<file path="config.mk">
export PLATFORM = sky130hd
export DESIGN_NAME = functional_unit_tester
export DESIGN_NICKNAME = d
export VERILOG_FILES = /design/src/rtl/functional_unit_tester.sv
export SDC_FILE = /design/constraint.sdc
export NUM_CORES = 1
export LEC_CHECK = 0
export ABC_CLOCK_PERIOD_IN_PS = 3800
export CORE_UTILIZATION = 30
export DETAILED_ROUTE_END_ITERATION = 8
export HOLD_SLACK_MARGIN = 0.06
export PLACE_DENSITY = 0.53
export RECOVER_POWER = 100
export SYNTH_ARGS = -nofsm -noshare
export SYNTH_HDL_FRONTEND = slang
export SYNTH_SLANG_ARGS = --single-unit
</file>
<file path="constraint.sdc">
create_clock -name clk -period 3.8 [get_ports clk]
set_input_delay 0.57 -clock clk [delete_from_list [all_inputs] [get_ports clk]]
set_output_delay 0.57 -clock clk [all_outputs]
set_load 0.01 [all_outputs]
</file>
<file path="src/rtl/functional_unit_tester.sv">
// functional_unit_tester: replays a table of (X, expected Yin) vectors into a
// functional unit and reports pass/fail, first failing index and mismatch count.
// Optional build macro FUT_STOP_ON_FAIL_EN: end the run on the first mismatch.
//
// fu_x is registered, so the vector on fu_x during a cycle is the one whose
// Yin shows up at the next posedge (the unit updates on negedge). Each RUN/LAST
// edge therefore checks the vector currently on fu_x and issues the next one.
module functional_unit_tester #(
    parameter int AW    = 4,
    parameter int DEPTH = 16
) (
    input  logic          clk,
    input  logic          TLR_n,
    input  logic          wr_en,
    input  logic [AW-1:0] wr_addr,
    input  logic [3:0]    wr_x,
    input  logic [3:0]    wr_exp,
    input  logic [AW:0]   len,
    input  logic          start,
    output logic          busy,
    output logic          done,
    output logic          pass,
    output logic [AW:0]   err_cnt,
    output logic [AW-1:0] fail_idx,
    output logic [3:0]    fail_got,
    output logic          fu_tlr,
    output logic [3:0]    fu_x,
    input  logic [3:0]    fu_yin
);
    localparam logic [1:0] IDLE = 2'd0;
    localparam logic [1:0] RST  = 2'd1;
    localparam logic [1:0] RUN  = 2'd2;
    localparam logic [1:0] LAST = 2'd3;

    localparam logic [AW:0]   DEPTH_V = DEPTH[AW:0];
    localparam logic [AW:0]   ONE_W   = {{AW{1'b0}}, 1'b1};
    localparam logic [AW-1:0] ONE_I   = {{(AW-1){1'b0}}, 1'b1};

    logic [1:0]    state;
    logic [AW-1:0] cur;       // index of the vector currently on fu_x
    logic [AW:0]   len_eff;   // clamped run length
    logic [3:0]    tab_x   [DEPTH];
    logic [3:0]    tab_exp [DEPTH];

    logic [AW-1:0] nxt;
    logic          cmp_en;
    logic          miss;
    logic [AW:0]   err_inc;

    assign busy    = (state != IDLE);
    assign fu_tlr  = (state == RST);
    assign nxt     = cur + ONE_I;
    assign cmp_en  = (state == RUN) || (state == LAST);
    assign miss    = cmp_en && (fu_yin != tab_exp[cur]);
    assign err_inc = (err_cnt == DEPTH_V) ? err_cnt : err_cnt + ONE_W;

    // Vector table: writable only while idle, contents survive reset
    always_ff @(posedge clk) begin
        if (wr_en && state == IDLE) begin
            tab_x[wr_addr]   <= wr_x;
            tab_exp[wr_addr] <= wr_exp;
        end
    end

    // Run sequencer: launch, reset the unit, issue/compare, report
    always_ff @(posedge clk or negedge TLR_n) begin
        if (!TLR_n) begin
            state    <= IDLE;
            cur      <= '0;
            len_eff  <= '0;
            done     <= 1'b0;
            pass     <= 1'b0;
            err_cnt  <= '0;
            fail_idx <= '0;
            fail_got <= '0;
            fu_x     <= '0;
        end else begin
            done <= 1'b0;
            case (state)
                IDLE: begin
                    fu_x <= '0;
                    if (start && len != '0) begin
                        state    <= RST;
                        len_eff  <= (len > DEPTH_V) ? DEPTH_V : len;
                        err_cnt  <= '0;
                        pass     <= 1'b0;
                        fail_idx <= '0;
                        fail_got <= '0;
                    end
                end
                RST: begin
                    cur   <= '0;
                    fu_x  <= tab_x[0];
                    state <= (len_eff == ONE_W) ? LAST : RUN;
                end
                default: begin
                    if (miss) begin
                        err_cnt <= err_inc;
                        if (err_cnt == '0) begin
                            fail_idx <= cur;
                            fail_got <= fu_yin;
                        end
                    end
`ifdef FUT_STOP_ON_FAIL_EN
                    if (miss || state == LAST) begin
`else
                    if (state == LAST) begin
`endif
                        state <= IDLE;
                        fu_x  <= '0;
                        done  <= 1'b1;
                        pass  <= !miss && (err_cnt == '0);
                    end else begin
                        cur  <= nxt;
                        fu_x <= tab_x[nxt];
                        if ({1'b0, nxt} == len_eff - ONE_W)
                            state <= LAST;
                    end
                end
            endcase
        end
    end

endmodule

</file>
==> metrics.txt <==
sequential share of power=38.4%; worst hold path startpoint=pass$_DFFE_PN0P_; Setup crit end kind=register; drt initial violations=303; synthesized instance count=400; clock latency on the worst-skew pair=0.43 ns; switching power=1.97 mW; pwr/cell area=731 nW/um^2; iteration count of the initial detailed-routing pass=5; Critical path origin=cur[0]$_DFFE_PN0P_; Period minus WS final=3.28 ns; nets=496; # hold bufs at CTS=0; Layout Skew=0.0105 ns; Netlist cell types=50; wire per inst=18.6 microns; combinational power share=33.3%; sw frac=33.5%; area delta synth->final=20.6%; pin count of the biggest net entering global routing=23; Clock power frac=28.3%; Overall Global Routing Usage=13.3%; die area=22800 sq um; number of CTS-inserted buffers=17; Total Wirelength=14000 microns; main combinational cell family by area after synthesis=multiplexers; post-place setup slack=0.761 ns; Core Region=21800 sq um; Max Transition Viols Final=0; antenna cells=0; layout cells sized above 1=15.6%; Synth Area in XOR/XNOR=1.44%; Mapped Nets=434; I/O pin total=46; commonest non-fill, non-tap cells in the layout=edfxtp_1 (128), dfrtp_1 (30), dlygate4sd3_1 (30); post-synthesis sequential area ratio=68.9%; Arrival @ worst endpoint=3.59 ns; setup bufs post-CTS=0; Detailed Place HPWL=9780 microns; TritonCTS clock tree=done; Post-CTS Resized=0; RSZ-0062 raised after global routing=false; H-Tree Depth=4; CP Class=register to register; total power=5.88 mW; worst r2r src=cur[0]$_DFFE_PN0P_; Clock Pin Slew Worst Setup and Hold Paths=0.07 ns; Post-synth EDFFs=128; # port buffers=45; num rows=54; initial antenna violation count=0; # setup viols final=0; Hold WS=0.487 ns; first-pass GRT wire length=21800 microns; Max clock buf depth=2; Worst Tran Pin Value=1.03 ns; vias in the first global route=3778; vias=3659; Final period util=86.3%; CTS root buffer=clkbuf_16; maxcap violations=0; Max Fclk=305 MHz; Yosys Warn Count=0; DR DRC count=0; DR vias/cell=4.85; Fillers=2025; Worst EP required=4.11 ns; height of the die=151 microns; Yosys reg bits=158; die width=151 microns; Hold Crit Class=register to register; Hold Fails Final Rpt=0; simple-gate area share of the yosys netlist=7.71%; Post-Synthesis Cell Area=6670 sq um; commonest non-fill, non-tap cell in the layout=edfxtp_1; cell taking the most area after synthesis=edfxtp_1; Synth Area in Adders=1.69%; # clock sinks=158; final worst slack=0.522 ns; ys async rst share=19.0%; Static Leak=2.73 nW; post-layout util=36.8%; Routed Antenna Nets=0; area fraction in compound gates after synthesis=4.80%; internal power=3.91 mW; syn avg cell area=16.7 sq um; ranking of synthesized cells by area=edfxtp_1 (58%), dfrtp_1 (11%), mux4_2 (7.8%); peak fanout along the critical path=19; CP Launch Type=register; setup_tns=0 ns; Worst IR Drop VDD=0.000290 V; Starting Density=30.6%; post-synth top area share=57.6%; Congestion Overflow GR=0; gpl congestion=0.755; mux contribution to synthesized area=13.7%; Rel. slew slack=31.0%; Synth Flop Type=edfxtp_1; outcome=complete, no violations
-- worst max-delay path, cell delays in order, from the launching register on --
cell	delay, ns
dfrtp_1	0.92
mux4_1	0.67
mux4_2	0.49
xnor2_1	0.15
o211a_1	0.22
nand4_4	0.14
and3_1	0.24
a221o_1	0.34
-- cell usage after synthesis (6+ instances only) --
cell      instances
o21ai_0           9
edfxtp_1        128
clkbuf_1          8
dfrtp_1          30
nand2_1          25
nand2b_1          9
a21oi_1           6
ha_1              9
nor3_1            8
mux2i_1          18
xnor2_1           9
nor2b_1          12
mux4_2           23
inv_1             9
nor2_1           21
mux2_2           10
-- per-stage QoR --
stage,instances,area [sq um]
2_1_floorplan,400,6670
3_3_place_gp,723,7490
3_5_place_dp,723,7490
4_1_cts,755,8080
5_1_grt,755,8040
6_report,755,8040
-- routing by layer --
layer | up-vias | GRT usage [%] | wire [microns]
li1 | 1688 | - | -
met1 | 1864 | 16.8 | 6330
met2 | 99 | 22.0 | 6960
met3 | 8 | 3.55 | 633
met4 | 0 | 4.20 | 122
met5 | - | 0 | 0
-- kinds of logic after synthesis --
logic type | after synthesis
adder cells (fa/ha/maj) | 9
AO/OA/AOI/OAI | 44
multiplexers | 55
buffers and inverters | 25
XOR/XNOR | 11
flip-flops | 158
AND/OR/NAND/NOR | 98
-- sequential cells by signal (all words and copies together) (netlist names) --
signal / cells
cur: 4
fail_got: 4
tab_x: 64
fail_idx: 4
done: 1
err_cnt: 5
state: 2
tab_exp: 64
pass: 1
fu_x: 4
len_eff: 5
-- area by class of cell --
class                   instances  area (sq um)  area share, %
well taps                     280           350           4.36
repair buffers                 59           518           6.44
clock inverters                15           164           2.04
flip-flops and latches        158          4590           57.1
clock buffers                  17           425           5.29
multi-input cells             217          1950           24.3
inverters                       9          33.8          0.420
-- path summary, 6_finish.rpt --
path | end | slack, ns | depth (start not counted)
hold / removal | pass$_DFFE_PN0P_ | 0.49 | 2
hold reg to reg | pass$_DFFE_PN0P_ | 0.49 | 2
min in group asynchronous | err_cnt[3]$_DFFE_PN0P_ | 0.77 | 1
setup / recovery | err_cnt[2]$_DFFE_PN0P_ | 0.52 | 7
setup reg to reg | err_cnt[2]$_DFFE_PN0P_ | 0.52 | 7
max in group asynchronous | fu_x[1]$_DFF_PN0_ | 1.99 | 2
-- power groups by stage --
| stage | combinational, mW | clock [mW] | sequential [mW] |
|---|---|---|---|
| final | 1.96 | 1.67 | 2.26 |
| after global routing | 2.17 | 1.76 | 2.29 |
| after CTS | 2.05 | 1.70 | 2.27 |
| after detailed placement | 2.05 | 0 | 2.30 |
| after global placement | 2.00 | 0 | 2.29 |
| after floorplan | 1.46 | 0 | 2.22 |
Note: power is estimated with default switching activity, not from simulation.
